[src/rtl/uart_rx_pkg.sv]
// -----------------------------------------------------------------------------
// uart_rx_pkg
//   Shared definitions for the UART link: receiver FSM state encoding,
//   default line parameters and the clocks-per-bit helper used by both ends.
// -----------------------------------------------------------------------------
package uart_rx_pkg;

  typedef enum logic [2:0] {
    IDLE      = 3'd0,
    START     = 3'd1,
    DATA      = 3'd2,
    STOP      = 3'd3,
    WAIT_HIGH = 3'd4
  } state_e;

  localparam int unsigned DEFAULT_BIT_RATE = 9600;
  localparam int unsigned DEFAULT_CLK_HZ   = 12_000_000;

  // Clock cycles per line bit; integer division, caller guarantees >= 8.
  function automatic int unsigned cycles_per_bit(input int unsigned clk_hz,
                                                 input int unsigned bit_rate);
    return clk_hz / bit_rate;
  endfunction

endpackage

[src/rtl/uart_rx_sync.sv]
// -----------------------------------------------------------------------------
// uart_sync
//   Two-flop synchronizer for the asynchronous serial input. Both flops are
//   preset to 1 in reset so the receiver sees an idle line, not a start bit.
// Ports
//   clk    in  system clock
//   rst_n  in  asynchronous active-low reset (presets to 1)
//   d_i    in  asynchronous serial input
//   q_o    out synchronized serial input
// -----------------------------------------------------------------------------
module uart_sync (
  input  logic clk,
  input  logic rst_n,
  input  logic d_i,
  output logic q_o
);

  logic meta_q;
  logic sync_q;

  always_ff @(posedge clk or negedge rst_n) begin
    if (!rst_n) begin
      meta_q <= 1'b1;
      sync_q <= 1'b1;
    end else begin
      // NOTE: non-blocking assignments make meta_q -> sync_q a real two-stage
      // pipeline; blocking ones would collapse it into a single flop.
      meta_q <= d_i;
      sync_q <= meta_q;
    end
  end

  assign q_o = sync_q;

endmodule

[src/rtl/uart_rx.sv]
// -----------------------------------------------------------------------------
// uart_rx
//   UART receiver (8N1 by default). Samples the synchronized line at mid-bit
//   and reports each frame as a one-cycle valid strobe, a frame-error strobe,
//   or a frame-error plus break strobe.
// Ports
//   CLK                in  system clock, CLK_HZ
//   resetn             in  asynchronous active-low reset
//   uart_rxd           in  serial input, idle high, asynchronous to CLK
//   uart_rx_en         in  1 = accept new start bits
//   uart_rx_valid      out one-cycle pulse, uart_rx_data holds a new frame
//   uart_rx_data       out last good payload, held until the next good frame
//   uart_rx_frame_err  out one-cycle pulse, stop bit sampled low
//   uart_rx_break      out one-cycle pulse, all data bits and stop bit low
//   uart_rx_busy       out 1 while a frame is being received or line held low
// -----------------------------------------------------------------------------
module uart_rx
  import uart_rx_pkg::*;
#(
  parameter int unsigned BIT_RATE     = DEFAULT_BIT_RATE,
  parameter int unsigned PAYLOAD_BITS = 8,
  parameter int unsigned CLK_HZ       = DEFAULT_CLK_HZ
) (
  input  logic                    CLK,
  input  logic                    resetn,
  input  logic                    uart_rxd,
  input  logic                    uart_rx_en,
  output logic                    uart_rx_valid,
  output logic [PAYLOAD_BITS-1:0] uart_rx_data,
  output logic                    uart_rx_frame_err,
  output logic                    uart_rx_break,
  output logic                    uart_rx_busy
);

  localparam int unsigned CPB   = cycles_per_bit(CLK_HZ, BIT_RATE);
  localparam int unsigned CYC_W = $clog2(CPB);
  localparam int unsigned IDX_W = (PAYLOAD_BITS > 1) ? $clog2(PAYLOAD_BITS) : 1;

  localparam logic [CYC_W-1:0] CYC_HALF = CYC_W'(CPB / 2 - 1);
  localparam logic [CYC_W-1:0] CYC_LAST = CYC_W'(CPB - 1);
  localparam logic [IDX_W-1:0] IDX_LAST = IDX_W'(PAYLOAD_BITS - 1);

  logic rxd_s;

  uart_sync u_sync (
    .clk   (CLK),
    .rst_n (resetn),
    .d_i   (uart_rxd),
    .q_o   (rxd_s)
  );

  state_e                  state_q;
  logic [CYC_W-1:0]        cyc_q;
  logic [IDX_W-1:0]        idx_q;
  logic [PAYLOAD_BITS-1:0] shift_q;
  logic [PAYLOAD_BITS-1:0] shift_d;
  logic [PAYLOAD_BITS-1:0] data_q;
  logic                    valid_q;
  logic                    err_q;
  logic                    brk_q;

  // Line order is LSB first: each new bit enters at the MSB and the earlier
  // bits move down, so after the last bit the word is in natural order.
  always_comb begin
    // NOTE: assigning a default before the partial update keeps this purely
    // combinational; a path that leaves shift_d unassigned would infer a latch.
    shift_d                   = shift_q >> 1;
    shift_d[PAYLOAD_BITS-1]   = rxd_s;
  end

  always_ff @(posedge CLK or negedge resetn) begin
    if (!resetn) begin
      state_q <= IDLE;
      cyc_q   <= '0;
      idx_q   <= '0;
      shift_q <= '0;
      data_q  <= '0;
      valid_q <= 1'b0;
      err_q   <= 1'b0;
      brk_q   <= 1'b0;
    end else begin
      // Strobes are single-cycle: cleared every cycle unless set below.
      valid_q <= 1'b0;
      err_q   <= 1'b0;
      brk_q   <= 1'b0;

      unique case (state_q)
        IDLE: begin
          if (uart_rx_en && !rxd_s) begin
            state_q <= START;
            cyc_q   <= '0;
          end
        end

        // Re-check the start bit at its midpoint; a high line means a glitch.
        START: begin
          if (cyc_q == CYC_HALF) begin
            cyc_q   <= '0;
            idx_q   <= '0;
            state_q <= rxd_s ? IDLE : DATA;
          end else begin
            cyc_q <= cyc_q + 1'b1;
          end
        end

        // Counting from mid start bit, each full bit period lands mid-bit.
        DATA: begin
          if (cyc_q == CYC_LAST) begin
            cyc_q   <= '0;
            shift_q <= shift_d;
            if (idx_q == IDX_LAST) begin
              state_q <= STOP;
            end else begin
              idx_q <= idx_q + 1'b1;
            end
          end else begin
            cyc_q <= cyc_q + 1'b1;
          end
        end

        // Leaving at mid stop bit gives half a bit of slack before the next
        // start edge, so back-to-back single-stop frames are not missed.
        STOP: begin
          if (cyc_q == CYC_LAST) begin
            cyc_q <= '0;
            if (rxd_s) begin
              data_q  <= shift_q;
              valid_q <= 1'b1;
              state_q <= IDLE;
            end else begin
              err_q   <= 1'b1;
              brk_q   <= (shift_q == '0);
              state_q <= WAIT_HIGH;
            end
          end else begin
            cyc_q <= cyc_q + 1'b1;
          end
        end

        // A held-low line (break) must not be taken as a stream of start bits.
        WAIT_HIGH: begin
          if (rxd_s) state_q <= IDLE;
        end

        default: state_q <= IDLE;
      endcase
    end
  end

  assign uart_rx_valid     = valid_q;
  assign uart_rx_data      = data_q;
  assign uart_rx_frame_err = err_q;
  assign uart_rx_break     = brk_q;
  assign uart_rx_busy      = (state_q != IDLE);

endmodule
[config.mk]
export PLATFORM = sky130hd
export DESIGN_NAME = uart_rx
export DESIGN_NICKNAME = d
export VERILOG_FILES = /design/src/rtl/uart_rx_pkg.sv /design/src/rtl/uart_rx_sync.sv /design/src/rtl/uart_rx.sv
export SDC_FILE = /design/constraint.sdc
export NUM_CORES = 1
export LEC_CHECK = 0
export ABC_CLOCK_PERIOD_IN_PS = 2600
export CORE_MARGIN = 5
export CORE_UTILIZATION = 50
export DETAILED_ROUTE_END_ITERATION = 6
export PLACE_DENSITY = 0.7
export SLEW_MARGIN = 10
export SYNTH_ARGS = -nofsm -noshare
export SYNTH_HDL_FRONTEND = slang
export SYNTH_SLANG_ARGS = --single-unit
[constraint.sdc]
create_clock -name CLK -period 2.6 [get_ports CLK]
set_input_delay 0.26 -clock CLK [delete_from_list [all_inputs] [get_ports CLK]]
set_output_delay 0.26 -clock CLK [all_outputs]
set_load 0.01 [all_outputs]
==> flow_summary.toml <==
[global_routing]
grt_pass1_vias = 1399
grt-ovfl-total = 0
grt_pass1_wl_um = 6361
grt_max_degree = 39
grt_util_all_layers = 0.1563
antenna_found_initial = 0

[cells_and_area]
diodes = 0
areaGrowthSynthToFinish_pct = 14.66
fillers = 304
nNetsFinal = 195
drive_gt1_frac = 0.2193

[cts]
post_cts_buffers = 0
clock_sinks = 38
clkTransAtPathRegs_ns = 0.08
postCtsResizedCells = 0
cts_buffer_depth = 2
clk_latency_ns = 0.28
hold_buffers = 0
cts_root_buf = "clkbuf_8"
htreeDepth = 2
numCtsBuffers = 5
cts_tree = "done"

[setup_path]
path_cells = "inv_1 -> ha_1 -> nand4b_1 -> o31a_2 -> nor3_2 -> mux2_2"
worstRegToRegCells = 6
max_stage_delay_ns = 0.50
critical_path_buf_inv_count = 1
cp_data_required_time_ns = 2.77
critPathCapture = "state_q[0]"
r2r-start = "cyc_q[1]"
crit_fanout = 11
crit_cells = 6
worstSetupStartpointType = "flip-flop"
critPathCaptureType = "flip-flop"
r2r_slack_ns = 0.48
crit_type = "reg2reg"
setup.worst_path.start = "cyc_q[1]"
r2r-end = "state_q[0]"
arrival_ns = 2.29
crit_family = "compound AO/OA/AOI/OAI gates"
crit_path_top_delay_cell = "o31a_2"

[die]
start_util = 0.5145
die_y_um = 71.15
die_w_um = 71.15
core_mm2 = 0.003633
num_rows = 22
ioPinCount = 16
die_area_mm2 = 0.005062

[detailed_routing]
wl_um = 3574
route.detailed.drc = 0
drt-initial-drc-count = 45
vias = 1366
wl_per_cell_um = 15.21
drt-pass1-iter-count = 4
vias_per_cell = 5.813
ant_nets = 0

[sta]
finClkSkew_ns = 0.005519
layout_worst_path_cycle_share = 0.8169
relSlewSlack = 0.3896
fmax_ghz = 0.4708
slew_viol_final = 0
hold_viol = 0
min_period_ns = 2.124
setup_slack_ns = 0.4761
setup_viol_count_final = 0
rsz0062_at_grt = "no"
finalSetupTns_ns = 0
worst_pin_slew_ns = 0.9156

[placed_design]
place_ws_ns = 0.5020
gp_congestion = 0.8729
hpwl_um = 2543
portBuffers = 15

[flow_run]
cap_violations = 0

[power_and_ir_drop]
finalPower_mw = 1.603
leakage_nw = 0.9525
power.density_mw_per_mm2 = 748.1
ir_drop_v = 0.0004301

[yosys]
yosysTopAreaCell = "dfrtp_1"
yosys-top-cells-area = "dfrtp_1 (48%), mux2_2 (11%), o21ai_0 (3.5%)"
ys_async_sr_fraction = 1.000
syn_avg_cell_area_um2 = 11.06
yosys_most_used_dff = "dfrtp_1"
synth_top_area_share = 0.4819
yosysSeqAreaShare = 0.5100
synth_edf_count = 0
ys_ff_latch = 38
syn_inst = 169
syn_nets = 178
ys_types = 44
synth_area_mm2 = 0.001869
synth_warnings = 0

[run_status]
run_status = "completed"

[worst_hold_path]
hold_path.class = "in2async"
==> Yosys cell counts, drive strengths merged (2+ instances only) <==
library cell   n
buf            4
nor3           9
dfstp          2
nor2b          3
or3            2
dfrtp         36
nor2          10
o21ai         13
inv            5
or3b           2
o22ai          3
ha             5
clkbuf         2
mux2          19
o211ai         5
nor4           4
and3           2
nand3          4
o221ai         2
a22o           2
nand4          3
a21oi          2
nand2         16
==> flip-flops by register name, indices dropped and copies added, names as in the netlist <==
signal,count
cyc_q,11
shift_q,8
uart_rx_data,8
idx_q,3
state_q,3
u_sync.meta_q,1
u_sync.q_o,1
uart_rx_break,1
uart_rx_frame_err,1
uart_rx_valid,1
==> per-stage QoR <==
stage | instance area [um2] | hold WS [ns] | util | instances
after detailed placement | 2048 | 0.3491 | 0.5637 | 227
after global placement | 2048 | 0.3477 | 0.5637 | 227
final | 2143 | 0.1006 | 0.5899 | 235
after global routing | 2143 | 0.1899 | 0.5899 | 235
after CTS | 2143 | 0.1395 | 0.5899 | 235
after floorplan | 1869 | -0.03559 | - | 169
==> cells in the final DEF, fill, tap and decap left out, types with 5 or more instances in the layout <==
cell type | synthesis | layout
nor3_1 | 8 | 8
clkbuf_8 | 0 | 6
nand2_1 | 16 | 16
clkdlybuf4s50_1 | 0 | 14
o21ai_0 | 13 | 13
mux2_2 | 19 | 19
o211ai_1 | 5 | 5
nor2_1 | 9 | 9
ha_1 | 5 | 5
inv_1 | 5 | 5
dfrtp_1 | 36 | 36
==> logic make-up after synthesis <==
| group | Yosys count | synth area share |
|---|---|---|
| simple gates | 61 | 0.1881 |
| mux | 19 | 0.1145 |
| flops | 38 | 0.5100 |
| xor+xnor | 1 | 0.004686 |
| buf+inv | 11 | 0.02811 |
| fa+ha+maj | 5 | 0.03347 |
| compound gates | 34 | 0.1212 |
==> where the power goes <==
group          internal (mW)  switching [mW]  leakage [nW]  total (mW)
logic                  0.190           0.275         0.390       0.465
registers              0.641          0.0800         0.516       0.721
clock network          0.213           0.204        0.0472       0.417
==> area by class of cell <==
cell class / count / area [um2] / area share
clock buffer: 6 / 82.58 / 0.03853
timing repair buffer: 16 / 152.6 / 0.07122
multi-input combinational: 120 / 863.3 / 0.4028
sequential: 38 / 953.4 / 0.4448
tap: 48 / 60.06 / 0.02802
inverter: 5 / 18.77 / 0.008757
clock inverter: 2 / 12.51 / 0.005838
==> how the worst min path moves through the flow <==
stage                       start    endpoint  slack, ns  depth (start not counted)
floorplan                  resetn    cyc_q[0]      -0.04                          0
global placement    u_sync.meta_q  u_sync.q_o       0.35                          0
detailed placement  u_sync.meta_q  u_sync.q_o       0.35                          0
CTS                        resetn  state_q[2]       0.14                          1
global route               resetn    idx_q[1]       0.19                          1
finish                     resetn    idx_q[1]       0.10                          1
==> worst reg2reg max path: stages, from the launching register on <==
cell	delay (ns)
dfrtp_1	0.41
inv_1	0.12
ha_1	0.15
nand4b_1	0.22
o31a_2	0.50
nor3_2	0.26
mux2_2	0.35
==> per-layer routing <==
| metal | vias to the layer above | track usage | share of wire |
|---|---|---|---|
| met2 | 22 | 0.2571 | 0.48 |
| met3 | 4 | 0.03125 | 0.034 |
| met1 | 685 | 0.2040 | 0.47 |
| met5 | - | 0 | 0 |
| li1 | 655 | - | - |
| met4 | 0 | 0.05637 | 0.012 |
Note: power is estimated with default switching activity, not from simulation.
